$ cat src/rtl/tinyml_pkg.sv
// Shared definitions for the tinyml datapath: ALU opcodes and the
// dot-product sequencer state encoding.
package tinyml_pkg;

    localparam logic [3:0] OP_ADD   = 4'b0000;
    localparam logic [3:0] OP_SUB   = 4'b0001;
    localparam logic [3:0] OP_AND   = 4'b0010;
    localparam logic [3:0] OP_OR    = 4'b0011;
    localparam logic [3:0] OP_XOR   = 4'b0100;
    localparam logic [3:0] OP_MAC4  = 4'b1000;
    localparam logic [3:0] OP_CONV3 = 4'b1101;
    localparam logic [3:0] OP_ACT   = 4'b1110;
    localparam logic [3:0] OP_PASS  = 4'b1111;

    typedef enum logic [1:0] {
        ST_IDLE = 2'b00,
        ST_RUN  = 2'b01,
        ST_ACT  = 2'b10,
        ST_OUT  = 2'b11
    } seq_state_t;

    // Accumulation opcode for a job: CONV3 ignores lane 3, MAC4 uses all four.
    function automatic logic [3:0] dot_opcode(input logic conv);
        return conv ? OP_CONV3 : OP_MAC4;
    endfunction

endpackage

$ cat src/rtl/dot_seq_ctrl.sv
// Dot-product sequencer: streams operand pairs through the shared int8 ALU,
// accumulates partial sums, optionally activates, and returns one result per job.
module dot_seq_ctrl
    import tinyml_pkg::*;
#(
    parameter int LEN_W = 8
) (
    input  logic             clk,
    input  logic             rst_n,
    input  logic             start,
    input  logic [LEN_W-1:0] len,
    input  logic             mode,
    input  logic             act_en,
    output logic             busy,
    input  logic             op_valid,
    output logic             op_ready,
    input  logic [31:0]      op_a,
    input  logic [31:0]      op_b,
    output logic [31:0]      alu_a,
    output logic [31:0]      alu_b,
    output logic [3:0]       alu_op,
    input  logic [31:0]      alu_result,
    output logic             res_valid,
    input  logic             res_ready,
    output logic [31:0]      res_data
);

    seq_state_t       state_reg, state_next;
    logic [LEN_W-1:0] len_reg, len_next;
    logic [LEN_W-1:0] cnt_reg, cnt_next;
    logic             mode_reg, mode_next;
    logic             act_en_reg, act_en_next;
    logic [31:0]      acc_reg, acc_next;
    logic [31:0]      res_data_reg, res_data_next;
    logic [31:0]      acc_sum;

    always_ff @(posedge clk or negedge rst_n) begin
        if (!rst_n) begin
            state_reg    <= ST_IDLE;
            len_reg      <= '0;
            cnt_reg      <= '0;
            mode_reg     <= 1'b0;
            act_en_reg   <= 1'b0;
            acc_reg      <= '0;
            res_data_reg <= '0;
        end else begin
            state_reg    <= state_next;
            len_reg      <= len_next;
            cnt_reg      <= cnt_next;
            mode_reg     <= mode_next;
            act_en_reg   <= act_en_next;
            acc_reg      <= acc_next;
            res_data_reg <= res_data_next;
        end
    end

    // Running sum including the pair presented this cycle; wraps at 32 bits.
    assign acc_sum = acc_reg + alu_result;

    always_comb begin
        state_next    = state_reg;
        len_next      = len_reg;
        cnt_next      = cnt_reg;
        mode_next     = mode_reg;
        act_en_next   = act_en_reg;
        acc_next      = acc_reg;
        res_data_next = res_data_reg;
        alu_a         = '0;
        alu_b         = '0;
        alu_op        = OP_ADD;
        op_ready      = 1'b0;
        res_valid     = 1'b0;

        case (state_reg)
            ST_IDLE: begin
                if (start) begin
                    len_next      = len;
                    mode_next     = mode;
                    act_en_next   = act_en;
                    acc_next      = '0;
                    cnt_next      = '0;
                    res_data_next = '0;
                    if (len != '0) begin
                        state_next = ST_RUN;
                    end else if (act_en) begin
                        state_next = ST_ACT;
                    end else begin
                        state_next = ST_OUT;
                    end
                end
            end

            ST_RUN: begin
                op_ready = 1'b1;
                alu_a    = op_a;
                alu_b    = op_b;
                alu_op   = dot_opcode(mode_reg);
                if (op_valid) begin
                    acc_next = acc_sum;
                    cnt_next = cnt_reg + LEN_W'(1);
                    if (cnt_reg == len_reg - LEN_W'(1)) begin
                        if (act_en_reg) begin
                            state_next = ST_ACT;
                        end else begin
                            res_data_next = acc_sum;
                            state_next    = ST_OUT;
                        end
                    end
                end
            end

            ST_ACT: begin
                alu_a         = acc_reg;
                alu_op        = OP_ACT;
                res_data_next = alu_result;
                state_next    = ST_OUT;
            end

            ST_OUT: begin
                res_valid = 1'b1;
                if (res_ready) begin
                    state_next = ST_IDLE;
                end
            end

            default: begin
                state_next = ST_IDLE;
            end
        endcase
    end

    assign busy     = (state_reg != ST_IDLE);
    assign res_data = res_data_reg;

endmodule

$ cat config.mk
export PLATFORM = sky130hd
export DESIGN_NAME = dot_seq_ctrl
export DESIGN_NICKNAME = d
export VERILOG_FILES = /design/src/rtl/tinyml_pkg.sv /design/src/rtl/dot_seq_ctrl.sv
export SDC_FILE = /design/constraint.sdc
export NUM_CORES = 1
export LEC_CHECK = 0
export BUFFER_PORTS_ARGS = -buffer_cell sky130_fd_sc_hd__buf_4
export CORE_MARGIN = 2
export CORE_UTILIZATION = 45
export CTS_BUF_LIST = sky130_fd_sc_hd__clkbuf_16
export CTS_CLUSTER_DIAMETER = 50
export DETAILED_ROUTE_END_ITERATION = 12
export PLACE_DENSITY_LB_ADDON = 0.1
export SKIP_LAST_GASP = 1
export SYNTH_ARGS = -nofsm -noshare
export SYNTH_HDL_FRONTEND = slang
export SYNTH_SLANG_ARGS = --single-unit
$ cat constraint.sdc
create_clock -name clk -period 3.48 [get_ports clk]
set_clock_uncertainty 0.2 [all_clocks]
set_input_delay 0.87 -clock clk [delete_from_list [all_inputs] [get_ports clk]]
set_output_delay 0.87 -clock clk [all_outputs]
set_load 0.01 [all_outputs]
==> flow_summary_export.csv, run 1 <==
group,metric,value,unit
status,status,"completed",
placement,postPlaceCellArea,8610,um2
final_layout,fillers,1314,
logic_synthesis,netlist.area_leader.share,31.7,%
floorplanning,die_y,125,um
logic_synthesis,ys_top_cells_by_area,"dfrtp_1 (32%), ha_1 (7.2%), nand2_1 (6.7%)",
global_routing,grt_max_degree,68,
final_layout,design_area,8880,um2
power_and_ir_drop,leakage,4.33,nW
global_routing,gr-total-overflow,0,
detailed_routing,ant_nets,0,
power_and_ir_drop,power_density,857,nW/um2
clocking,cts-buffers-inserted,9,
global_routing,grt_use_total,26.4,%
power_and_ir_drop,vdd_drop_max,0.667,mV
final_layout,final_util,61.3,%
detailed_routing,first_pass_iters,5,
setup_path,path_max_fanout,4,
logic_synthesis,synth_edf_count,0,
global_routing,grt_pass1_vias,6655,
logic_synthesis,synthTopCellsByCount,"nand2_1 (118), dfrtp_1 (84), nor2_1 (63), a21oi_1 (59), a22oi_1 (48)",
run,cap_violations,0,
floorplanning,row_count,44,
floorplanning,design.die.area,15700,um2
timing,min_period_over_period,92.1,%
min_path,worst_hold_path_type,"reg2reg",
clocking,numClockSinks,84,
logic_synthesis,ys.flop_type,"dfrtp_1",
logic_synthesis,synth_fp_nets,965,
clocking,cts_root_buf,"clkbuf_16",
detailed_routing,via_count,6780,
logic_synthesis,yosys_warnings,0,
logic_synthesis,yosysMostFrequentCell,"nand2_1",
clocking,clk_pin_slew_worst_paths,0.06,ns
floorplanning,initial_core_util,45.8,%
detailed_routing,drcViolationCount,0,
final_layout,num_antenna_cells,0,
timing,worst_slew_pin_slew,0.557,ns
logic_synthesis,synth.avg_cell_area,8.14,um2
floorplanning,core_area,14500,um2
clocking,cts_resized,0,
clocking,cts.path.max_buffers,2,
logic_synthesis,netlist-cell-type-count,60,
clocking,cts_hold_repair.buffers,0,
placement,pre_cts_ws,-0.00205,ns
setup_path,crit_arrival,3.27,ns
placement,gp_congestion,0.955,
timing,relSlewSlack,62.5,%
logic_synthesis,synthArstFlopShare,100,%
logic_synthesis,synth_seq_area_share,31.7,%
global_routing,grt_pass1_wl,33900,um
placement,place_hpwl,15800,um
timing,period_needed,3.20,ns
clocking,postCtsSetupBuffers,0,
detailed_routing,routedWlPerCell,17.2,um
timing,setup_viol,0,
logic_synthesis,syn_inst,815,
final_layout,drive_gt1_share,30.5,%
clocking,htreeDepth,3,
timing,rsz0062_at_grt,"false",
clocking,clock_latency,0.35,ns
timing,fmax,0.312,GHz
setup_path,cp-start-kind,"input pin",
setup_path,path_class,"in2reg",
floorplanning,die_w,125,um
floorplanning,io_pins,214,
logic_synthesis,synth-seq-cells,84,
final_layout,area_growth,33.8,%
logic_synthesis,yosysTopAreaCell,"dfrtp_1",
setup_path,worst_setup_path_end_kind,"flop",
logic_synthesis,synth.cell_area,6640,um2
detailed_routing,dr.first_iter.drc_count,506,
final_layout,nNetsFinal,1176,
timing,hold_viol,0,
timing,finalMaxSlewViolations,0,
timing,fin_ws,0.275,ns
clocking,cts_tree,"done",
placement,io_buffers,213,
timing,worst_hold_slack,0.278,ns
detailed_routing,wirelength,20900,um
detailed_routing,avgViaCountPerCell,5.58,
setup_path,cp.required,3.54,ns
timing,setup_tns,0,ns
global_routing,antenna_found_initial,0,
## cells in the final DEF (no fill, tap or decap), drive strengths merged, types with 6 or more instances in the layout
master / n
ha: 38
inv: 25
a21o: 19
nor4: 6
a21oi: 61
xor2: 13
buf: 257
xnor2: 25
o31ai: 19
mux2: 15
nand3: 26
nor3: 10
nand4: 13
clkbuf: 9
a211oi: 10
o21a: 10
nand2: 118
nand2b: 10
o21ai: 56
a22oi: 48
a221o: 6
nor2: 64
dfrtp: 84
and2: 35
## layer usage
layer | vias to the layer above | routed length, um | global-route usage, %
met4 | 0 | 346 | 7.78
met3 | 25 | 1080 | 4.66
li1 | 3356 | - | -
met5 | - | 0 | 0
met1 | 3203 | 9750 | 36.7
met2 | 196 | 9720 | 42.4
## stage by stage
stage	instances	power (W)
2_1_floorplan	815	0.00483
3_3_place_gp	1199	0.00665
3_5_place_dp	1199	0.00670
4_1_cts	1215	0.00764
5_1_grt	1215	0.00823
6_report	1215	0.00761
## area by class of cell
class | count | area (um2) | area share (%)
Multi-Input combinational cell | 651 | 4210 | 47.4
Sequential cell | 84 | 2100 | 23.7
Tap cell | 184 | 230 | 2.59
Timing Repair Buffer | 257 | 1980 | 22.3
Clock inverter | 7 | 45.0 | 0.507
Clock buffer | 9 | 225 | 2.54
Inverter | 23 | 86.3 | 0.972
## report_power, final
group          total [W]  leakage [nW]  switching, W  internal (W)
Combinational    0.00510          3.09       0.00294       0.00216
Sequential       0.00160          1.10      0.000300       0.00130
Clock           0.000910         0.134      0.000429      0.000481
Total            0.00761          4.33       0.00367       0.00394
## worst max-delay path: stages
cell and delay [ns]:
buf_4 0.09, ha_1 0.16, inv_1 0.06, fa_1 0.37, nand2b_1 0.17, a211oi_1 0.21, buf_4 0.16, nor2_1 0.06
o31ai_2 0.25, buf_4 0.16, a31oi_1 0.10, xnor2_1 0.23, a22oi_1 0.16, o31ai_2 0.21
## path summary, 6_finish.rpt
kind                               start           end  slack, ns  cells after the start
hold reg to reg             res_data[13]  res_data[13]       0.28                      1
min in group asynchronous          rst_n   res_data[3]       0.29                      1
hold / removal              res_data[13]  res_data[13]       0.28                      1
max in group asynchronous          rst_n   acc_reg[26]       2.13                      2
setup reg to reg              len_reg[0]  res_data[13]       0.40                     11
setup / recovery           alu_result[0]  res_data[18]       0.28                     14
## logic make-up (layout without fill, tap and decap cells)
group | Yosys count | in the layout | synth area share, %
AND/OR/NAND/NOR | 296 | 296 | 20.6
adder cells (fa/ha/maj) | 39 | 39 | 7.47
multiplexers | 19 | 19 | 3.15
AO/OA/AOI/OAI | 259 | 259 | 26.9
flip-flops | 84 | 84 | 31.7
XOR/XNOR | 38 | 38 | 5.13
buffers and inverters | 80 | 296 | 5.05
Note: power is estimated with default switching activity, not from simulation.
==> run 2: changes to the inputs <==
CELL_PAD_IN_SITES_DETAIL_PLACEMENT = 1   (was unset)
CELL_PAD_IN_SITES_GLOBAL_PLACEMENT = 1   (was unset)
CORE_UTILIZATION = 38   (was 45)
TNS_END_PERCENT = 10   (was unset)
==> run 2 against run 1 <==
Against the previous run: combinational power up 3%; via count up 1.7%; critical path type unchanged; first-iteration DRC count down 28%; sequential power about the same; critical path depth unchanged; die area up 18%; total power up 2.9%; core utilization down 9.1 points; largest power group unchanged.
==> flow_summary_export.csv, run 2 (synthesis results as in run 1) <==
group,metric,value,unit
setup_path,worst_setup_path_end_kind,"flop",
global_routing,antenna_found_initial,0,
floorplanning,die_y,136,um
timing,relSlewSlack,65.1,%
power_and_ir_drop,leakage,4.35,nW
clocking,cts.path.max_buffers,2,
timing,fmax,0.313,GHz
final_layout,design_area,8970,um2
placement,post-place-cells,1242,
timing,rsz0062_at_grt,"false",
detailed_routing,drcViolationCount,0,
final_layout,area_growth,35.2,%
global_routing,grt_pass1_vias,7170,
clocking,numClockSinks,84,
detailed_routing,first_pass_iters,4,
final_layout,final_cells,1258,
floorplanning,io_pins,214,
detailed_routing,wl_met1,10400,um
detailed_routing,route.met2.wl,11700,um
min_path,worst_hold_path_type,"in2async",
detailed_routing,highest_layer,"met4",
clocking,clock_latency,0.35,ns
final_layout,layout_common_cells,"buf_4 (255), nand2_1 (118), dfrtp_1 (84)",
global_routing,gr-total-overflow,0,
detailed_routing,wirelength,23400,um
detailed_routing,dr_wl_met3,994,um
setup_path,path_class,"in2reg",
placement,place_hpwl,18000,um
detailed_routing,dr.first_iter.drc_count,363,
timing,hold_viol,0,
detailed_routing,ant_nets,0,
power_and_ir_drop,power_density,872,nW/um2
final_layout,nNetsFinal,1178,
placement,postPlaceCellArea,8680,um2
power_and_ir_drop,vdd_drop_max,0.393,mV
global_routing,grt_use_total,25.9,%
final_layout,drive_gt1_share,30.7,%
floorplanning,die_w,136,um
detailed_routing,avgViaCountPerCell,5.48,
global_routing,grt_pass1_wl,37800,um
detailed_routing,routedWlPerCell,18.6,um
final_layout,fillers,2130,
setup_path,cp.required,3.54,ns
timing,finalMaxSlewViolations,0,
clocking,clk_pin_slew_worst_paths,0.07,ns
floorplanning,design.die.area,18500,um2
floorplanning,row_count,48,
clocking,cts_tree,"done",
placement,gp_congestion,0.905,
floorplanning,initial_core_util,38.6,%
clocking,cts_root_buf,"clkbuf_16",
final_layout,num_antenna_cells,0,
timing,setup_viol,0,
clocking,cts-buffers-inserted,9,
final_layout,final_common_cell,"buf_4",
placement,io_buffers,213,
clocking,htreeDepth,3,
setup_path,cp-start-kind,"input pin",
timing,period_needed,3.20,ns
run,cap_violations,0,
timing,worst_slew_pin_slew,0.522,ns
timing,min_period_over_period,91.9,%
global_routing,grt_max_degree,57,
status,status,"completed",
final_layout,multi_input_area,4220,um2
final_layout,ff_latch_area,2100,um2
floorplanning,core_area,17200,um2
setup_path,crit_arrival,3.25,ns
setup_path,path_max_fanout,4,
detailed_routing,via_count,6894,
==> run 2: area by class of cell <==
class                   count  area share [%]
multi-input cells         651            47.0
flip-flops and latches     84            23.4
repair buffers            259            22.2
well taps                 225            3.14
clock buffers               9            2.51
inverters                  23           0.962
clock inverters             7           0.725
==> run 2: critical path: stages <==
cell	delay, ns
buf_4	0.09
ha_1	0.16
inv_1	0.06
fa_1	0.38
nand2b_1	0.22
a211oi_2	0.20
buf_4	0.15
nor2_1	0.06
o31ai_2	0.25
buf_4	0.17
a21oi_1	0.14
xnor2_1	0.19
nand2_1	0.10
a221oi_2	0.23
==> run 2: report_power, final <==
group          leakage [nW]  switching, W  internal (W)
sequential             1.10      0.000308       0.00130
clock                 0.145      0.000429      0.000553
combinational          3.10       0.00305       0.00218
total                  4.35       0.00379       0.00403
==> run 2: path summary, 6_finish.rpt <==
check	from	end	slack, ns	depth (start not counted)
max	alu_result[0]	res_data[26]	0.28	14
min	rst_n	res_data[6]	0.28	1
max reg2reg	acc_reg[0]	res_data[26]	0.33	13
min reg2reg	res_data[13]	res_data[13]	0.28	1
max in group asynchronous	rst_n	acc_reg[26]	2.14	2
min in group clk	res_data[13]	res_data[13]	0.28	1
==> run 2: metrics by stage <==
stage / setup TNS [ns] / setup slack, ns / power (W) / util, % / hold slack, ns
after global routing: 0 / 0.0244 / 0.00849 / 52.2 / 0.308
after detailed placement: -0.428 / -0.122 / 0.00687 / 50.5 / 0.272
after floorplan: 0 / 0.202 / 0.00483 / - / 0.271
after CTS: 0 / 0.217 / 0.00789 / 52.2 / 0.287
after global placement: -0.0449 / -0.0307 / 0.00676 / 50.5 / 0.263
final: 0 / 0.281 / 0.00783 / 52.2 / 0.282
==> run 2: repair_timing <==
item	4_1_cts	5_1_grt
buffers inserted	0	0
setup endpoints to repair	0	2
resized for setup	0	1
hold buffers	0	0
==> run 2: layer usage <==
layer | global-route usage (%) | up-vias
met5 | 0 | -
met4 | 5.38 | 0
met3 | 4.77 | 23
met2 | 44.6 | 141
met1 | 33.9 | 3378
li1 | - | 3352
